==> config.mk <==
export PLATFORM = sky130hd
export DESIGN_NAME = fdivsqrt_r4_digitgen
export DESIGN_NICKNAME = d
export VERILOG_FILES = /design/src/rtl/cvw_pkg.sv /design/src/rtl/fdivsqrt_r4_recode.sv /design/src/rtl/fdivsqrt_r4_digitgen.sv
export SDC_FILE = /design/constraint.sdc
export NUM_CORES = 1
export LEC_CHECK = 0
export ABC_CLOCK_PERIOD_IN_PS = 1900
export CORE_ASPECT_RATIO = 0.7
export CORE_MARGIN = 8
export CORE_UTILIZATION = 45
export DETAILED_ROUTE_END_ITERATION = 12
export DONT_BUFFER_PORTS = 1
export HOLD_SLACK_MARGIN = 0.02
export PLACE_DENSITY = 0.63
export SYNTH_ARGS = -nofsm -noshare
export SYNTH_HDL_FRONTEND = slang
export SYNTH_HIERARCHICAL = 1
export SYNTH_SLANG_ARGS = --single-unit
==> constraint.sdc <==
create_clock -name clk -period 1.9 [get_ports clk]
set_clock_uncertainty 0.1 [all_clocks]
set_input_delay 0.19 -clock clk [delete_from_list [all_inputs] [get_ports clk]]
set_output_delay 0.19 -clock clk [all_outputs]
set_load 0.01 [all_outputs]
==> src/rtl/cvw_pkg.sv <==
// Shared configuration and encodings for the radix-4 divide/sqrt datapath.
// Holds the cvw_t configuration struct, the one-hot signed-digit constants
// and the digit-generator state enum.
package cvw_pkg;

  typedef struct packed {
    int unsigned DIVb;
  } cvw_t;

  localparam cvw_t CVW_DEFAULT_CFG = '{DIVb: 32'd4};

  // One-hot signed radix-4 digit: [3]=+2 [2]=+1 [1]=-1 [0]=-2, all clear = 0
  localparam logic [3:0] UDIG_P2   = 4'b1000;
  localparam logic [3:0] UDIG_P1   = 4'b0100;
  localparam logic [3:0] UDIG_ZERO = 4'b0000;
  localparam logic [3:0] UDIG_M1   = 4'b0010;
  localparam logic [3:0] UDIG_M2   = 4'b0001;

  typedef enum logic {
    IDLE = 1'b0,
    RUN  = 1'b1
  } digitgen_state_e;

endpackage

==> src/rtl/fdivsqrt_r4_recode.sv <==
// Booth-style radix-4 recode of one overlapping bit triplet into a one-hot
// signed digit.
//   bits_i    : {b[2j+1], b[2j], b[2j-1]}
//   udig_c_o  : one-hot digit, value -2*bits_i[2] + bits_i[1] + bits_i[0]
module fdivsqrt_r4_recode
  import cvw_pkg::*;
(
  input  logic [2:0] bits_i,
  output logic [3:0] udig_c_o
);

  always_comb begin : p_recode
    udig_c_o = UDIG_ZERO;
    case (bits_i)
      3'b001, 3'b010: udig_c_o = UDIG_P1;
      3'b011:         udig_c_o = UDIG_P2;
      3'b100:         udig_c_o = UDIG_M2;
      3'b101, 3'b110: udig_c_o = UDIG_M1;
      default:        udig_c_o = UDIG_ZERO;
    endcase
  end

endmodule

==> src/rtl/fdivsqrt_r4_digitgen.sv <==
// Serial radix-4 signed-digit generator. Accepts an unsigned U1.DIVb operand
// and emits DIVb/2+1 digits MSB-first on a valid/ready stream, each with the
// matching Q1.DIVb position mask C.
//   clk, reset          : clock, asynchronous active-low reset
//   InValid/InReady/V   : operand input handshake and value
//   OutValid/OutReady   : digit output handshake
//   udigit, C, OutLast  : one-hot digit, position mask, final-digit flag
// Build option: FDIVSQRT_DIGITGEN_EARLYTERM_EN ends an operand as soon as
// every remaining digit is zero.
module fdivsqrt_r4_digitgen
  import cvw_pkg::*;
#(
  parameter cvw_t P = CVW_DEFAULT_CFG
) (
  input  logic              clk,
  input  logic              reset,
  input  logic              InValid,
  output logic              InReady,
  input  logic [P.DIVb:0]   V,
  output logic              OutValid,
  input  logic              OutReady,
  output logic [3:0]        udigit,
  output logic [P.DIVb+1:0] C,
  output logic              OutLast
);

  localparam int unsigned DIVB = P.DIVb;
  localparam int unsigned NDIG = DIVB / 2 + 1;
  localparam int unsigned SHW  = DIVB + 3;
  localparam int unsigned CW   = DIVB + 2;
  localparam int unsigned CNTW = (NDIG > 1) ? $clog2(NDIG) : 1;

  if ((DIVB % 2) != 0) begin : g_divb_odd
    $error("fdivsqrt_r4_digitgen: P.DIVb must be even");
  end

  digitgen_state_e  state_q, state_d;
  logic [SHW-1:0]   sh_q, sh_d;
  logic [CNTW-1:0]  cnt_q, cnt_d;
  logic [CW-1:0]    c_q, c_d;
  logic [3:0]       udig_q, udig_d;
  logic             last_q, last_d;
  logic             in_ready_c;
  logic             load_c;
  logic [3:0]       rec_udig_c;

  // Shift register carries {b[DIVb+1]=0, V, b[-1]=0}; top three bits form the current triplet
  always_comb begin : p_next
    state_d = state_q;
    sh_d    = sh_q;
    cnt_d   = cnt_q;
    c_d     = c_q;

    // Accept in IDLE, or on the final-digit handshake to avoid a bubble
    in_ready_c = (state_q == IDLE) || (last_q && OutReady);
    load_c     = InValid && in_ready_c;

    if (load_c) begin
      state_d = RUN;
      sh_d    = {1'b0, V, 1'b0};
      cnt_d   = '0;
      c_d     = {2'b11, {(CW-2){1'b0}}};
    end else if ((state_q == RUN) && OutReady) begin
      if (last_q) begin
        state_d = IDLE;
        sh_d    = '0;
        cnt_d   = '0;
        c_d     = '0;
      end else begin
        sh_d  = {sh_q[SHW-3:0], 2'b00};
        cnt_d = cnt_q + CNTW'(1);
        c_d   = $unsigned($signed(c_q) >>> 2);
      end
    end
  end

  fdivsqrt_r4_recode u_recode (
    .bits_i   (sh_d[SHW-1 -: 3]),
    .udig_c_o (rec_udig_c)
  );

  // Digit and last flag are registered from the next shift/counter state
  always_comb begin : p_digit_next
    udig_d = UDIG_ZERO;
    last_d = 1'b0;
    if (state_d == RUN) begin
      udig_d = rec_udig_c;
`ifdef FDIVSQRT_DIGITGEN_EARLYTERM_EN
      last_d = (cnt_d == CNTW'(NDIG - 1)) || !(|sh_d[DIVB:0]);
`else
      last_d = (cnt_d == CNTW'(NDIG - 1));
`endif
    end
  end

  always_ff @(posedge clk or negedge reset) begin : p_regs
    if (!reset) begin
      state_q <= IDLE;
      sh_q    <= '0;
      cnt_q   <= '0;
      c_q     <= '0;
      udig_q  <= UDIG_ZERO;
      last_q  <= 1'b0;
    end else begin
      state_q <= state_d;
      sh_q    <= sh_d;
      cnt_q   <= cnt_d;
      c_q     <= c_d;
      udig_q  <= udig_d;
      last_q  <= last_d;
    end
  end

  assign InReady  = in_ready_c;
  assign OutValid = (state_q == RUN);
  assign udigit   = udig_q;
  assign C        = c_q;
  assign OutLast  = last_q;

endmodule

==> impl_metrics.ini <==
[grt]
grt_first_pass_wirelength_um = 3350
grtUsageTotal = 0.112
gr-total-overflow = 0
grt_max_degree = 21
antenna_found_initial = 0
vias_in_the_first_global_route = 704

[yosys]
yosysWarnings = 6
yosys_register_bits = 20
post_synthesis_sequential_area_ratio = 0.521
synth_area_leader_cell = sky130_fd_sc_hd__dfrtp_1
synth_area_per_cell_um2 = 10.7
syn-instance-count = 90
synth.net_count = 99
synth_top_cell_area_share = 0.521
synth.lib_cells_used.distinct = 26
synthTopCellsByArea = sky130_fd_sc_hd__dfrtp_1 (52%), sky130_fd_sc_hd__mux2i_1 (5.2%), sky130_fd_sc_hd__nand2_1 (4.3%)
syn_area_um2 = 961

[cts]
worstSkewPairLatency_ns = 0.30
clockRootBuffer = sky130_fd_sc_hd__clkbuf_4
worst_setup_hold_path_clk_slew_ns = 0.10
cts.path.max_buffers = 2
number_of_sinks_driven_by_the_clock_tree = 20
postCtsSetupRepairBufs = 0
cts-htree-levels = 1
tritoncts_clock_tree = built
cts_inserted_buffers = 3

[timing]
fmaxAchievable_ghz = 0.560
fin_crit_sh = 0.940
rsz_0062_raised_after_global_routing = no
setup_total_negative_slack_ns = 0
min_cycle_time_layout_ns = 1.79
final_max_slew_viol_count = 0
setup_viol_count_final = 0
worst_hold_slack_ns = 0.0530
worstMarginPinSlew_ns = 0.879
relSlewSlack = 0.412
final_hold_viol_count = 0

[layout]
drive_gt1_frac = 0.163
num-nets-final = 115
syn2layout_area_growth_pct = 15.8
antenna-diode-count = 0

[detailed_routing]
antenna_left = 0
drt_pre_antenna_iters = 4
detail_route.drc_violations = 0
wire_per_inst_um = 15.6
via_count = 701
detailedRoute.firstIterationViolations = 27
wire_length_after_detailed_routing_um = 2000
avgViaCountPerCell = 5.48

[floorplan]
io_pins = 22
die_w_um = 71.2
floorplan.initialDensity = 0.461
num_rows = 14
die-area_um2 = 3890
core_area_um2 = 2080
dieHeight_um = 54.7

[critical_path]
worst-setup-path-type = reg -> reg
cp.required_ns = 1.98
worst-endpoint-arrival_ns = 1.86
timing.critical_path.to_type = flip-flop
crit_path_max_fanout = 5
timing.critical_path.from_type = flip-flop

[hold_path]
min_path_type = in -> reg

[pwr]
power-per-cell-area_nw_per_um2 = 1330
power.total_mw = 1.48
power.static_leakage_nw = 0.556
power.ir.vdd_worst_mv = 0.620

[status]
status = complete, no violations

[run]
drv_cap = 0

[placement]
place.port_buffers = 0
place.detailed.hpwl_um = 1420
finalWeightedCongestion = 0.725
[worst paths after layout]
check | start | end | slack, ns | cells after the start
max | OutLast | udigit[2] | 0.11 | 6
min | InValid | sh_q[3] | 0.05 | 2
max reg2reg | OutLast | udigit[2] | 0.11 | 6
min reg2reg | sh_q[1] | sh_q[1] | 0.43 | 2
max in group asynchronous | reset | sh_q[6] | 0.82 | 1
min in group asynchronous | reset | C[5] | 0.35 | 1
[metal layers]
metal	wire, um	global-route usage	part of all wire	vias to the layer above
li1	-	-	-	338
met1	932	0.137	0.47	334
met2	867	0.170	0.43	25
met3	178	0.0585	0.089	4
met4	25	0.0308	0.012	0
met5	0	0	0	-
[state kept, by name (all words and copies together), names as in the netlist]
register	cells
C	6
sh_q	6
udigit	4
cnt_q	2
OutLast	1
OutValid	1
[timing repair]
action / in CTS / in global routing
endpoints found under the hold margin: 31 / 0
setup endpoints to repair: 0 / 2
resized for setup: 0 / 1
hold buffers: 7 / 0
[metrics by stage]
stage / setup WS [ns] / instance area (um^2) / util / std cells
floorplan: 0.00378 / 961 / - / 90
global placement: 0.165 / 1020 / 0.487 / 118
detailed placement: 0.108 / 1020 / 0.487 / 118
CTS: 0.0700 / 1110 / 0.532 / 128
global route: 0.0108 / 1110 / 0.534 / 128
finish: 0.115 / 1110 / 0.534 / 128
[cell usage after synthesis (all sizes together)]
library cell	number
a21bo	1
a21oi	8
a221oi	1
and2	2
and2b	1
and4b	3
buf	4
clkbuf	1
dfrtp	20
inv	10
mux2i	5
nand2	12
nand3	1
nand4b	1
nor2	4
nor2b	4
nor3b	2
nor4bb	2
o21a	1
o21ai	1
o32ai	4
or4b	1
xor2	1
[cell usage in the layout, fill, tap and decap left out, types with 2 or more instances in the layout]
cell,count
sky130_fd_sc_hd__a21oi_1,7
sky130_fd_sc_hd__and2_1,2
sky130_fd_sc_hd__and4b_1,3
sky130_fd_sc_hd__buf_4,9
sky130_fd_sc_hd__clkbuf_4,3
sky130_fd_sc_hd__dfrtp_1,20
sky130_fd_sc_hd__dlygate4sd3_1,7
sky130_fd_sc_hd__inv_1,10
sky130_fd_sc_hd__mux2i_1,4
sky130_fd_sc_hd__nand2_1,11
sky130_fd_sc_hd__nor2_1,4
sky130_fd_sc_hd__nor2b_1,4
sky130_fd_sc_hd__nor3b_1,2
sky130_fd_sc_hd__nor4bb_1,2
sky130_fd_sc_hd__o32ai_1,4
[cell families after synthesis]
family | after synthesis | share of synthesized area
xor+xnor | 1 | 0.00912
mux | 5 | 0.0521
flops | 20 | 0.521
buf+inv | 15 | 0.0833
simple gates | 33 | 0.214
compound gates | 16 | 0.121
[power breakdown]
part	internal, mW	switching [mW]	total, mW	leakage [nW]
Combinational	0.288	0.270	0.558	0.279
Sequential	0.576	0.149	0.725	0.263
Clock	0.0739	0.123	0.197	0.0138
Total	0.938	0.542	1.48	0.556
[final cells by class]
cell class | count | area (um^2)
Fill cell | 178 | 972
Sequential cell | 20 | 500
Multi-Input combinational cell | 55 | 384
Timing Repair Buffer | 16 | 138
Inverter | 10 | 37.5
Tap cell | 24 | 30.0
Clock buffer | 3 | 22.5
[worst max-delay path: stages (launching register included)]
cell,delay (ns)
sky130_fd_sc_hd__dfrtp_1,0.45
sky130_fd_sc_hd__a21bo_4,0.25
sky130_fd_sc_hd__nand2_1,0.15
sky130_fd_sc_hd__mux2i_2,0.32
sky130_fd_sc_hd__xor2_1,0.11
sky130_fd_sc_hd__and2b_1,0.16
sky130_fd_sc_hd__nor2b_1,0.12
No activity file was read; power rests on OpenSTA's default activity.
